$ cat config.mk
export PLATFORM = sky130hd
export DESIGN_NAME = change_dispenser
export DESIGN_NICKNAME = d
export VERILOG_FILES = /design/src/rtl/vend_pkg.sv /design/src/rtl/pulse_timer.sv /design/src/rtl/change_dispenser.sv
export SDC_FILE = /design/constraint.sdc
export NUM_CORES = 1
export LEC_CHECK = 0
export CAP_MARGIN = 20
export CORE_MARGIN = 2
export CORE_UTILIZATION = 30
export DETAILED_ROUTE_END_ITERATION = 6
export GPL_TIMING_DRIVEN = 1
export HOLD_SLACK_MARGIN = 0.02
export PLACE_DENSITY = 0.5
export SKIP_LAST_GASP = 1
export SLEW_MARGIN = 15
export SYNTH_ARGS = -nofsm -noshare
export SYNTH_HDL_FRONTEND = slang
export SYNTH_SLANG_ARGS = --single-unit
$ cat constraint.sdc
create_clock -name clk -period 2.3 [get_ports clk]
set_input_delay 0.46 -clock clk [delete_from_list [all_inputs] [get_ports clk]]
set_output_delay 0.46 -clock clk [all_outputs]
set_load 0.01 [all_outputs]
$ cat src/rtl/vend_pkg.sv
// Shared types and coin constants for the change dispenser.
package vend_pkg;

   typedef enum logic [2:0] {IDLE, SELECT, PULSE, GAP, DONE} state_t;

   localparam logic [4:0] COIN_2_0 = 5'd4;
   localparam logic [4:0] COIN_1_0 = 5'd2;
   localparam logic [4:0] COIN_0_5 = 5'd1;

   localparam int IDX_2_0 = 2;
   localparam int IDX_1_0 = 1;
   localparam int IDX_0_5 = 0;

   // Greedy pick: largest available coin not exceeding the remainder, one-hot.
   function automatic logic [2:0] pick_coin(input logic [4:0] rem, input logic [2:0] avail);
      pick_coin = 3'b000;
      if (avail[IDX_2_0] && rem >= COIN_2_0)
         pick_coin[IDX_2_0] = 1'b1;
      else if (avail[IDX_1_0] && rem >= COIN_1_0)
         pick_coin[IDX_1_0] = 1'b1;
      else if (avail[IDX_0_5] && rem >= COIN_0_5)
         pick_coin[IDX_0_5] = 1'b1;
   endfunction

   function automatic logic [4:0] coin_value(input logic [2:0] sel);
      coin_value = 5'd0;
      if (sel[IDX_2_0])      coin_value = COIN_2_0;
      else if (sel[IDX_1_0]) coin_value = COIN_1_0;
      else if (sel[IDX_0_5]) coin_value = COIN_0_5;
   endfunction

endpackage

$ cat src/rtl/pulse_timer.sv
// Down-counter for ejector pulse/gap timing; expire strobes on the last counted cycle.
module pulse_timer #(
   parameter int W = 24
) (
   input  logic         clk,
   input  logic         rst_n,
   input  logic         load,
   input  logic [W-1:0] load_val,
   output logic         expire
);

   logic [W-1:0] cnt;

   always_ff @(posedge clk or negedge rst_n) begin
      if (!rst_n)
         cnt <= '0;
      else if (load)
         cnt <= load_val;
      else if (cnt != '0)
         cnt <= cnt - 1'b1;
   end

   assign expire = (cnt == W'(1));

endmodule

$ cat src/rtl/change_dispenser.sv
// Coin change dispenser: greedy 2.0/1.0/0.5 ejection with timed pulses.
// Build option CHANGE_STOCK_EN enables per-coin stock counting, refill and empty flags.
module change_dispenser
   import vend_pkg::*;
#(
   parameter int PULSE_CYC  = 10000000,
   parameter int GAP_CYC    = 10000000,
   parameter int STOCK_INIT = 10
) (
   input  logic       clk,
   input  logic       rst_n,
   input  logic       req,
   input  logic [4:0] amount,
   input  logic       refill,
   output logic       busy,
   output logic       done,
   output logic [4:0] shortfall,
   output logic [2:0] coin_out,
   output logic [2:0] empty
);

   localparam int MAXC = (PULSE_CYC > GAP_CYC) ? PULSE_CYC : GAP_CYC;
   localparam int TW   = $clog2(MAXC + 1);

   state_t          state;
   logic [4:0]      remaining;
   logic [2:0]      avail;
   logic [2:0]      sel;
   logic            tmr_load;
   logic [TW-1:0]   tmr_val;
   logic            expire;

`ifdef CHANGE_STOCK_EN
   logic [4:0] stock [3];

   always_comb begin
      empty = 3'b000;
      for (int i = 0; i < 3; i++)
         empty[i] = (stock[i] == 5'd0);
   end
   assign avail = ~empty;
`else
   logic unused_refill;
   assign unused_refill = refill;
   assign empty = 3'b000;
   assign avail = 3'b111;
`endif

   assign sel = pick_coin(remaining, avail);

   always_comb begin
      tmr_load = 1'b0;
      tmr_val  = TW'(PULSE_CYC);
      if (state == SELECT && sel != 3'b000) begin
         tmr_load = 1'b1;
      end else if (state == PULSE && expire) begin
         tmr_load = 1'b1;
         tmr_val  = TW'(GAP_CYC);
      end
   end

   pulse_timer #(.W(TW)) u_timer (
      .clk      (clk),
      .rst_n    (rst_n),
      .load     (tmr_load),
      .load_val (tmr_val),
      .expire   (expire)
   );

   always_ff @(posedge clk or negedge rst_n) begin
      if (!rst_n) begin
         state     <= IDLE;
         coin_out  <= 3'b000;
         busy      <= 1'b0;
         done      <= 1'b0;
         shortfall <= 5'd0;
         remaining <= 5'd0;
`ifdef CHANGE_STOCK_EN
         for (int i = 0; i < 3; i++) stock[i] <= 5'(STOCK_INIT);
`endif
      end else begin
         done <= 1'b0;
         case (state)
            IDLE: begin
               if (req) begin
                  remaining <= amount;
                  shortfall <= 5'd0;
                  busy      <= 1'b1;
                  state     <= SELECT;
               end
`ifdef CHANGE_STOCK_EN
               else if (refill) begin
                  for (int i = 0; i < 3; i++) stock[i] <= 5'(STOCK_INIT);
               end
`endif
            end
            SELECT: begin
               // Selection never picks a coin worth more than remaining, so no underflow.
               if (sel != 3'b000) begin
                  remaining <= remaining - coin_value(sel);
                  coin_out  <= sel;
`ifdef CHANGE_STOCK_EN
                  for (int i = 0; i < 3; i++)
                     if (sel[i] && stock[i] != 5'd0) stock[i] <= stock[i] - 5'd1;
`endif
                  state <= PULSE;
               end else begin
                  state <= DONE;
               end
            end
            PULSE: begin
               if (expire) begin
                  coin_out <= 3'b000;
                  state    <= GAP;
               end
            end
            GAP: begin
               if (expire) state <= SELECT;
            end
            DONE: begin
               done  <= 1'b1;
               busy  <= 1'b0;
`ifdef CHANGE_STOCK_EN
               shortfall <= remaining;
`else
               shortfall <= 5'd0;
`endif
               state <= IDLE;
            end
            default: state <= IDLE;
         endcase
      end
   end

endmodule

==> key figures <==
Timing
  • RSZ-0062 raised after global routing: yes
  • Final worst slack: 0.0769 ns
  • Skew final: 0.00778 ns
  • Pins Over Slew Limit: 0
  • Crit share post-route: 96.7%
  • Headroom to the max-slew limit: 61.2%
  • Slew @ Worst Pin: 0.582 ns
  • Final hold vios: 0
  • Setup violations, final: 0
  • FMAX: 450 MHz
  • Final Critical Period: 2.22 ns

Critical path
  • Worst setup EP type: flip-flop
  • Register-to-register setup slack: 0.08 ns
  • Critical R2R Launch: remaining[3]
  • Worst setup endpoint: remaining[2]
  • FF-to-FF End: remaining[2]
  • CP max FO: 2
  • Worst path required time: 2.47 ns
  • Crit Path Category: flip-flop to flip-flop
  • Setup crit start: remaining[3]
  • Reg2Reg Depth: 10
  • Worst Setup Start Kind: flip-flop
  • Worst Path Arrival: ~2.4 ns

Yosys
  • Synth warn: 0
  • Seq/Total Area, Yosys: 43.5%
  • Synth cell types: 51
  • Async set-or-reset flop fraction in the synthesized netlist: 100%
  • Synth area leaders: dfrtp_1 (43%), xnor2_1 (4.9%), nor2_1 (4.2%)
  • Post-synthesis cell count: between 200 and 250
  • Syn Std Cell Area: 2130 sq um
  • Synth area leader: dfrtp_1
  • Yosys top cell area share: 43.5%
  • Avg Cell Area, Syn: between 9 and 10 sq um
  • Synth Flop Type: dfrtp_1
  • EDFF count, synth: 0
  • #FFs+latches synth: 37

CTS
  • TritonCTS Sinks: 37
  • Clk_lat worst skew: 0.30 ns
  • Worst-path clk slew: 0.08 ns
  • Hold Buf Count CTS: 0
  • TritonCTS clock tree: done
  • Root Driver: clkbuf_8
  • Longest Clk Path Bufs: 2
  • CTS Buf Count: 5
  • H-tree Lvls: 2

Placed design
  • Final GP Congestion: 0.783
  • Number of buffers inserted by port buffering: 12
  • Pre-CTS worst setup slack: -0.108 ns
  • Detailed Place HPWL: 3310 um
  • Cell Area, Placed: 2470 sq um
  • Placed insts: 348

Cells and area
  • Finished Layout Cells: 356
  • Area growth, synth to finish: 21.0%
  • Ant. Diodes: 0
  • Finished Core Util: 37.7%
  • Layout cells sized above 1: 18.1%
  • Final nets: 274
  • Design area: about 2600 sq um

Drt
  • Vias per cell: 4.76
  • DRC violations left: 0
  • Total wire length: approximately 4600 um
  • Initial DRC Count: 56
  • Routed length per instance: between 10 and 15 um
  • Drt pass-1 iters: 4
  • Via count: 1,696
  • Antenna viol nets, final: 0

Global routing
  • GRT overflow: 0
  • Largest net degree at the start of global routing: 26
  • Gr usage total: 13.3%
  • Initial antenna violation count: 0
  • First-pass GRT wire length: 7810 um
  • Vias in the first global route: approximately 1,600

Power and ir drop
  • Leakage: approximately 1.0 nW
  • Tot Pwr: 2.02 mW
  • Peak VDD IR: just over 0.0004 V
  • Power Dens Cells: 785 nW/um^2

Hold path
  • Hold crit path type: primary input to asynchronous set/reset pin

Job
  • Max-cap viol count: 0

Floorplanning
  • Starting Density: a little under a third
  • Die area: 7790 sq um
  • I/O pins: 22
  • Row cnt: 30
  • Die Wd: 88.3 um
  • Core ar.: slightly below 7000 sq um
  • DIE HEIGHT: between 80 and 90 um

Outcome
  • Outcome: finished clean
==> cell type report <==
class | count | area [sq um]
fill | 707 | 4250
multi-input combinational | 172 | 1130
sequential | 37 | 926
timing repair buffer | 35 | 288
inverter | 8 | 30.0
tap | 96 | 120
clock buffer | 8 | 80.1
==> per-stage QoR <==
| stage | setup TNS (ns) | hold WS (ns) |
|---|---|---|
| floorplan | 0 | 0.164 |
| global route | -0.0549 | 0.202 |
| CTS | 0 | 0.184 |
| global placement | -0.0323 | 0.487 |
| detailed placement | -0.108 | 0.482 |
| finish | 0 | 0.154 |
==> cells in the final DEF, fill, tap and decap left out, types with 5 or more instances in the layout <==
cell type / count
a211oi_1: 5
a21oi_1: 16
buf_4: 23
clkbuf_8: 5
clkdlybuf4s50_1: 11
conb_1: 8
dfrtp_1: 37
inv_1: 8
nand2_1: 19
nand3_1: 8
nor2_1: 24
o21ai_0: 8
or3_1: 5
xnor2_1: 12
==> worst min path at each step <==
stage,from,endpoint,cells after the start
finish,rst_n,u_timer.cnt[21],1
detailed placement,coin_out[1],coin_out[1],1
global placement,coin_out[1],coin_out[1],1
floorplan,rst_n,busy,0
CTS,rst_n,u_timer.cnt[12],1
global route,rst_n,u_timer.cnt[17],1
==> Yosys cell counts, types with 3 or more instances <==
cell type / instances
o21ai_0: 8
o31ai_1: 4
nor4_2: 4
buf_2: 3
nand4_1: 3
nand3_1: 8
inv_1: 8
ha_1: 5
nand2_1: 19
nand2b_1: 4
nor3_1: 5
or3_1: 6
a211oi_1: 6
a31oi_1: 4
nor2_1: 24
a21oi_1: 16
xnor2_1: 12
and2_1: 3
buf_4: 8
dfrtp_1: 37
==> flip-flops by register name (all words and copies together), names as in the netlist <==
signal / flops
state: 3
remaining: 5
coin_out: 3
done: 1
u_timer.cnt: 24
busy: 1
==> repair_timing <==
action | in CTS | in global routing
setup endpoints to repair | 2 | 4
gates resized for setup | 2 | 5
pin swaps | 0 | 2
setup buffers | 0 | 0
==> critical path: stages, from the launching register on <==
cell	delay [ns]
dfrtp_1	0.38
or3_4	0.41
nor3_4	0.21
ha_2	0.19
inv_1	0.05
fa_2	0.35
buf_4	0.15
xnor2_1	0.13
nor2_1	0.05
a21oi_1	0.10
o21ai_0	0.08
==> cell families (layout without fill, tap and decap cells) <==
family                   after synthesis  after routing  share of synthesized area (%)
AO/OA/AOI/OAI                         50             50                           16.0
XOR/XNOR                              14             14                           5.75
adder cells (fa/ha/maj)                6              6                           3.88
buffers and inverters                 22             51                           5.81
flip-flops                            37             37                           43.5
other                                  1              8                          0.176
AND/OR/NAND/NOR                       94             94                           24.9
==> power by group <==
part	total [mW]	leakage (nW)	internal, mW	switching [mW]
Sequential	0.936	0.440	0.782	0.153
Combinational	0.636	0.537	0.329	0.307
Clock	0.452	0.0395	0.216	0.237
==> layer usage <==
| metal | up-vias | global-route usage (%) | part of all wire [%] |
|---|---|---|---|
| met5 | - | 0 | 0 |
| met2 | 23 | 18.9 | 44 |
| met1 | 804 | 18.7 | 51 |
| met3 | 8 | 3.08 | 3.1 |
| met4 | 0 | 6.75 | 2.1 |
| li1 | 861 | - | - |
No activity file was read; power rests on OpenSTA's default activity.
